==> src/rtl/mem_arbiter.sv <==
// mem_arbiter: two-requester RAM arbiter (instruction fetch port and data
// read/write port) sharing one RAM port.
//
// Handshake: a requester holds its request (iREN, or dREN/dWEN) high and
// watches its wait line. The wait line drops in the single cycle the RAM
// signals completion (ramready=1 while that requester owns the RAM). That
// cycle is also when iload/dload carry valid read data. After every
// completion the arbiter spends one cycle in IDLE before it grants again.
//
// Parameters:
//   STARVE_MAX  consecutive data grants allowed while a fetch waits
// Ports:
//   CLK, RST           clock, synchronous active-high reset
//   iREN, iaddr        instruction read request and address
//   iwait, iload       instruction stall and read data
//   dREN, dWEN         data read / write requests
//   daddr, dstore      data address and write value
//   dwait, dload       data stall and read data
//   ramREN, ramWEN     RAM strobes (registered)
//   ramaddr, ramstore  RAM address and write data (registered)
//   ramload, ramready  RAM read data and completion pulse
//   grant              current owner / FSM state: 00 idle, 01 instr, 10 data
//   starve_cnt         debug view of the starvation counter
module mem_arbiter #(
  parameter int STARVE_MAX = 4,
  localparam int SW = (STARVE_MAX < 1) ? 1 : $clog2(STARVE_MAX + 1)
) (
  input  logic          CLK,
  input  logic          RST,
  input  logic          iREN,
  input  logic [31:0]   iaddr,
  output logic          iwait,
  output logic [31:0]   iload,
  input  logic          dREN,
  input  logic          dWEN,
  input  logic [31:0]   daddr,
  input  logic [31:0]   dstore,
  output logic          dwait,
  output logic [31:0]   dload,
  output logic          ramREN,
  output logic          ramWEN,
  output logic [31:0]   ramaddr,
  output logic [31:0]   ramstore,
  input  logic [31:0]   ramload,
  input  logic          ramready,
  output logic [1:0]    grant,
  output logic [SW-1:0] starve_cnt
);

  typedef enum logic [1:0] {
    IDLE  = 2'b00,
    ISERV = 2'b01,
    DSERV = 2'b10
  } state_t;

  localparam logic [SW-1:0] STARVE_LIM = SW'(STARVE_MAX);

  state_t      state;
  state_t      state_next;
  logic        d_req;
  logic        grant_i;
  logic        grant_d;
  logic        done;
  logic        ren_q;
  logic        wen_q;
  logic [31:0] addr_q;
  logic [31:0] store_q;
  logic [SW-1:0] cnt_q;

  assign d_req   = dREN | dWEN;
  assign grant_i = (state == IDLE) && (state_next == ISERV);
  assign grant_d = (state == IDLE) && (state_next == DSERV);
  // Completion only counts while someone owns the RAM; a pulse in IDLE is stray.
  assign done    = (state != IDLE) && ramready;

  // Data normally wins; the fetch only overtakes once it has been passed over
  // STARVE_MAX times in a row.
  always_comb begin
    state_next = state;
    case (state)
      IDLE: begin
        if (d_req && !(iREN && (cnt_q == STARVE_LIM))) state_next = DSERV;
        else if (iREN)                                 state_next = ISERV;
        else                                           state_next = IDLE;
      end
      ISERV, DSERV: begin
        if (ramready) state_next = IDLE;
      end
      default: state_next = IDLE;
    endcase
  end

  // The access parameters are latched at the grant edge and cleared at
  // completion, so the RAM side sees zeros whenever the arbiter is idle and
  // requester inputs moving mid-access have no effect.
  always_ff @(posedge CLK) begin
    if (RST) begin
      state   <= IDLE;
      cnt_q   <= '0;
      ren_q   <= 1'b0;
      wen_q   <= 1'b0;
      addr_q  <= '0;
      store_q <= '0;
    end else begin
      state <= state_next;
      if (grant_d) begin
        addr_q  <= daddr;
        store_q <= dstore;
        wen_q   <= dWEN;     // a simultaneous read+write is treated as a write
        ren_q   <= ~dWEN;
        if (!iREN)                    cnt_q <= '0;
        else if (cnt_q != STARVE_LIM) cnt_q <= cnt_q + 1'b1;
      end else if (grant_i) begin
        addr_q  <= iaddr;
        store_q <= '0;
        wen_q   <= 1'b0;
        ren_q   <= 1'b1;
        cnt_q   <= '0;
      end else if (done) begin
        addr_q  <= '0;
        store_q <= '0;
        wen_q   <= 1'b0;
        ren_q   <= 1'b0;
      end
    end
  end

  assign ramREN     = ren_q;
  assign ramWEN     = wen_q;
  assign ramaddr    = addr_q;
  assign ramstore   = store_q;
  assign grant      = state;
  assign starve_cnt = cnt_q;

  assign iwait = iREN  & ~((state == ISERV) & ramready);
  assign dwait = d_req & ~((state == DSERV) & ramready);
  assign iload = ramload;
  assign dload = ramload;

endmodule

==> config.mk <==
export PLATFORM = sky130hd
export DESIGN_NAME = mem_arbiter
export DESIGN_NICKNAME = d
export VERILOG_FILES = /design/src/rtl/mem_arbiter.sv
export SDC_FILE = /design/constraint.sdc
export NUM_CORES = 1
export LEC_CHECK = 0
export BUFFER_PORTS_ARGS = -buffer_cell sky130_fd_sc_hd__clkbuf_2
export CAP_MARGIN = 30
export CORE_AREA = 3 3 104 106
export CTS_BUF_LIST = sky130_fd_sc_hd__clkbuf_16
export DETAILED_ROUTE_END_ITERATION = 12
export DIE_AREA = 0 0 107 109
export GPL_TIMING_DRIVEN = 0
export HOLD_SLACK_MARGIN = 0.1
export PLACE_DENSITY = 0.78
export SETUP_SLACK_MARGIN = 0.3
export SLEW_MARGIN = 15
export SYNTH_ARGS = -nofsm -noshare
export SYNTH_HDL_FRONTEND = slang
export SYNTH_SLANG_ARGS = --single-unit
export TNS_END_PERCENT = 1
==> constraint.sdc <==
create_clock -name CLK -period 4.25 [get_ports CLK]
set_input_delay 0.6375 -clock CLK [delete_from_list [all_inputs] [get_ports CLK]]
set_output_delay 0.6375 -clock CLK [all_outputs]
set_load 0.05 [all_outputs]
### Word level (Yosys, flattened, before mapping)

Index checks and enable logic that the tools add are counted.

* flip-flop bits (word level): 71
* input bits: 134
* logic and storage cells: 52

* $add $sub $neg: 1
* equal/unequal tests: 7
* multiplexer cells: 18
* bitwise operators: 8
* reduce and logical (&&, ||, !) cells: 12

Operators by type and width (count)
* 32-bit 2-to-1 mux: 5
* 3-bit 2-to-1 mux: 4
* 1-bit 2-to-1 mux: 6
* 1-bit logical AND: 5
* 1-bit AND: 4
* 2-bit by 1-bit equality test with 1-bit output, second input constant: 2
* 2-bit equality test, second input constant: 2
* 2-bit 2-to-1 mux: 2
* 2-bit one-hot mux with 2 select lines: 1
* 2-bit nonzero test: 2
* 3-bit by 1-bit adder with 3-bit output, second input constant: 1
* 3-bit equality test, second input constant: 1
* 3-bit by 2-bit != test with 1-bit output, second input constant: 1
* 3-bit != test, second input constant: 1
* 1-bit NOT: 3
* 3-bit nonzero test: 1
* 2-bit zero test: 1
* 2-bit AND reduction: 1
* 2-bit OR reduction: 1
* 1-bit zero test: 1
* 1-bit bitwise OR: 1

### Logic depth before layout (Yosys ltp)

* depth in word-level cells: 10
* mapped depth: 9

### Least setup slack after synthesis

No wires, ideal clock.

* path kind: register -> output
* start point: reg state[0], in the netlist grant[0]
* end point: out dwait
* arrival: 1772 ps
* slack: 1840 ps
* stages on the path, launching flop included: 4
* path buffers: 0
* cells stage by stage: dfxtp_1 -> inv_1 -> ha_1 -> a21oi_1

* longest elaborated chain between the ends: 4

RTL lines
* from (decl): line 58 `state_t state;`
* from (signal assigned): line 105 `state <= state_next;`
* 2-bit equality test: line 136 `assign dwait = d_req & ~((state == DSERV) & ramready);`
* 1-bit AND: line 136
* 1-bit NOT: line 136
* 1-bit AND: line 136
* to (decl): line 38 `output logic dwait,`

Every way passes these cells.

### Worst setup path in the final report

* start point: reg state[0], in the netlist grant[0]
* end point: reg addr_q[26], in the netlist ramaddr[26]

* longest elaborated chain between the ends: 7

RTL lines
* 2-bit by 1-bit equality test with 1-bit output / 2-bit equality test (equally long branches): line 80 `case (state)`
* 2-bit OR reduction: line 80
* 2-bit one-hot mux with 2 select lines: line 80
* 2-bit by 1-bit equality test with 1-bit output: line 71 `assign grant_i = (state == IDLE) && (state_next == ISERV);`
* 1-bit logical AND: line 71
* 32-bit 2-to-1 mux: line 113 `end else if (grant_i) begin`
* 32-bit 2-to-1 mux: line 106 `if (grant_d) begin`
* to (signal assigned): line 107 `addr_q <= daddr;`
* to (signal assigned): line 114 `addr_q <= iaddr;`
* to (decl): line 66 `logic [31:0] addr_q;`

Several ways; a longest one is shown, not always the timed one.
A chain may end at the register's enable or synchronous reset.

==> reports/results.tsv <==
stage	metric	value	unit
status	outcome	finished clean	
global_routing	overflow	0	
clocking	clock_latency	0.32	ns
timing	drv_slew	0	
synthesis	synth_fp_nets	549	
clocking	root_buffer	clkbuf_16	
worst_hold_path	hp-class	reg -> reg	
cells_and_area	fin_nets	797	
place	dp_slack	2.03	ns
clocking	clk_pin_slew	0.06	ns
clocking	cts_buffers	9	
detailed_routing	drcViolationCount	0	
worst_setup_path	start_kind	flop	
floorplanning	die_h	109	um
worst_setup_path	critPathCaptureType	flop	
timing	rsz0062_at_grt	false	
synthesis	ys_seq_area_share	34.8	%
synthesis	syn_area	4090	um^2
timing	fin_tns_setup	0	ns
worst_setup_path	cp.required	4.49	ns
global_routing	grt_pass1_wl	18.2	mm
detailed_routing	drt_iter0_drc	192	
clocking	clockBufferDepth	2	
cells_and_area	antennaDiodeCount	0	
global_routing	grt_pass1_vias	3782	
floorplanning	core_area	9860	um^2
worst_setup_path	path_class	reg -> reg	
clocking	cts_tree	yes	
detailed_routing	viasPerCell	4.81	
timing	relSlewSlack	52.7	%
global_routing	antenna_found_initial	0	
timing	finalHoldViolCount	0	
place	portBuffers	237	
timing	finalCritPeriodShare	51.2	%
synthesis	ys_ff_latch	71	
synthesis	synth_top_area_share	34.8	%
detailed_routing	vias	3826	
timing	fin_crit	2.18	ns
power	ir_worst_vdd	0.208	mV
clocking	htreeDepth	3	
worst_setup_path	cp_max_fo	10	
cells_and_area	drive_above_1_share	65.9	%
synthesis	avgSynthCellArea	9.99	um^2
detailed_routing	routed_wl	12.0	mm
timing	setup-violations-final	0	
timing	finalClockSkew	0.00741	ns
cells_and_area	syn_to_final_growth	39.6	%
timing	post-route-worst-setup-slack	2.07	ns
detailed_routing	firstDrtPassIters	4	
timing	fmax	0.460	GHz
synthesis	ys_types	37	
floorplanning	start_util	41.4	%
timing	worst_hold_slack	0.467	ns
clocking	cts.sinks	71	
worst_setup_path	crit_arrival	2.42	ns
clocking	cts_setup_buffers	0	
global_routing	grt_usage	19.6	%
detailed_routing	antenna_left	0	
power	leakage	2.62	nW
floorplanning	die_x	107	um
synthesis	synth_top_area_cell	dfxtp_1	
detailed_routing	post_drt_wl_per_cell	15.1	um
synthesis	synth_area_leaders	dfxtp_1, buf_4, o22ai_2, nand3_2, a21oi_2	
timing	tightest_slew	0.709	ns
power	powerDensity	408	nW/um^2
floorplanning	rows	36	
clocking	ctsResizeCount	0	
synthesis	syn-instance-count	409	
clocking	ctsHoldBuffers	0	
global_routing	grt_max_degree	13	
floorplanning	dieArea	11700	um^2
run	drv_cap	0	
place	hpwlAfterDp	9.50	mm
place	gp_congestion	0.841	
floorplanning	ios	271	
synthesis	yosysWarnings	0	
==> logic make-up (layout without fill, tap and decap cells) <==
family,count (synthesis),count (layout),share of synthesized area [%]
adder cells (fa/ha/maj),6,6,1.84
flip-flops,71,71,34.8
XOR/XNOR,1,1,0.214
AND/OR/NAND/NOR,118,118,19.1
AO/OA/AOI/OAI,112,112,25.5
buffers and inverters,101,354,18.5
==> report_power, final <==
| part | total, mW | leakage, nW | switching, mW | internal (mW) |
|---|---|---|---|---|
| Sequential | 0.768 | 0.582 | 0.0398 | 0.728 |
| Clock | 0.666 | 0.122 | 0.278 | 0.388 |
| Combinational | 0.893 | 1.91 | 0.609 | 0.284 |
==> flip-flops by register name (all words and copies together), names as in the netlist <==
register and cells:
ramaddr 32, ramstore 32, starve_cnt 3, grant 2
ramREN 1, ramWEN 1
==> synth_stat cells <==
master      n
buf_12      6
nand3_2    31
nand3_1     5
o31a_1      1
a21oi_2    30
buf_2       9
nor2_2      1
buf_1       1
o21a_2      1
dfxtp_1    71
o22ai_2    30
buf_4      67
a311oi_1    2
inv_1       6
o21a_4      1
nand2_8     1
nand2_1    34
nor2_1      4
a22oi_1    32
o22ai_1     2
clkbuf_1   10
and3_4      1
o21ai_4     1
buf_6       2
or3_1       1
a21oi_1     8
o32a_1      1
a2bb2oi_2   1
and2b_1     1
o211ai_2    1
o21ai_2     1
nand3b_1    2
nand2b_1   33
xnor2_1     1
nor3_1      3
nor3_4      1
ha_1        6
==> routing by layer <==
layer  global-route usage (%)  wire (um)
met5                        0          0
met3                     4.80        935
met2                     36.8       6310
met4                     5.57         83
met1                     22.1       4710
==> final cells by class <==
cell class | count | area, um^2
clock inverters | 7 | 40.0
plain buffers | 95 | 732
repair buffers | 237 | 1190
flip-flops and latches | 71 | 1420
fillers | 918 | 4160
clock buffers | 9 | 225
multi-input cells | 237 | 1910
inverters | 6 | 22.5
well taps | 133 | 166
==> cell usage in the layout (no fill, tap or decap), types with 2 or more instances in the layout <==
| master | n |
|---|---|
| a21oi_1 | 8 |
| a21oi_2 | 30 |
| a22oi_1 | 32 |
| a311oi_1 | 2 |
| buf_12 | 6 |
| buf_2 | 9 |
| buf_4 | 67 |
| buf_6 | 2 |
| clkbuf_1 | 10 |
| clkbuf_16 | 9 |
| clkbuf_2 | 237 |
| clkinv_1 | 2 |
| clkinv_2 | 2 |
| clkinvlp_4 | 3 |
| dfxtp_1 | 71 |
| ha_1 | 6 |
| inv_1 | 6 |
| nand2_1 | 34 |
| nand2b_1 | 33 |
| nand3_1 | 5 |
| nand3_2 | 31 |
| nand3b_1 | 2 |
| nor2_1 | 4 |
| nor3_1 | 3 |
| o22ai_1 | 2 |
| o22ai_2 | 30 |
==> stage by stage <==
step                      cells  instance area, um^2  total power, mW  util [%]
after floorplan             409                 4090             1.47         -
after global placement      779                 5440             1.67      55.1
after detailed placement    779                 5440             1.68      55.1
after CTS                   795                 5700             2.35      57.8
after global routing        795                 5700             2.43      57.8
final                       795                 5700             2.33      57.8
==> critical path, cell delays in order, from the launching register on <==
cell	delay, ns
dfxtp_1	0.42
inv_1	0.09
ha_1	0.32
nand3b_1	0.17
o21ai_4	0.11
nor3_4	0.37
buf_2	0.33
a22oi_1	0.12
o22ai_2	0.17
==> path summary, 6_finish.rpt <==
check,from,end,slack (ns),depth (start not counted)
setup / recovery,grant[0],ramaddr[26],2.07,8
hold / removal,ramstore[9],ramstore[9],0.47,2
setup reg to reg,grant[0],ramaddr[26],2.07,8
hold reg to reg,ramstore[9],ramstore[9],0.47,2
(Power assumes the default switching activity.)
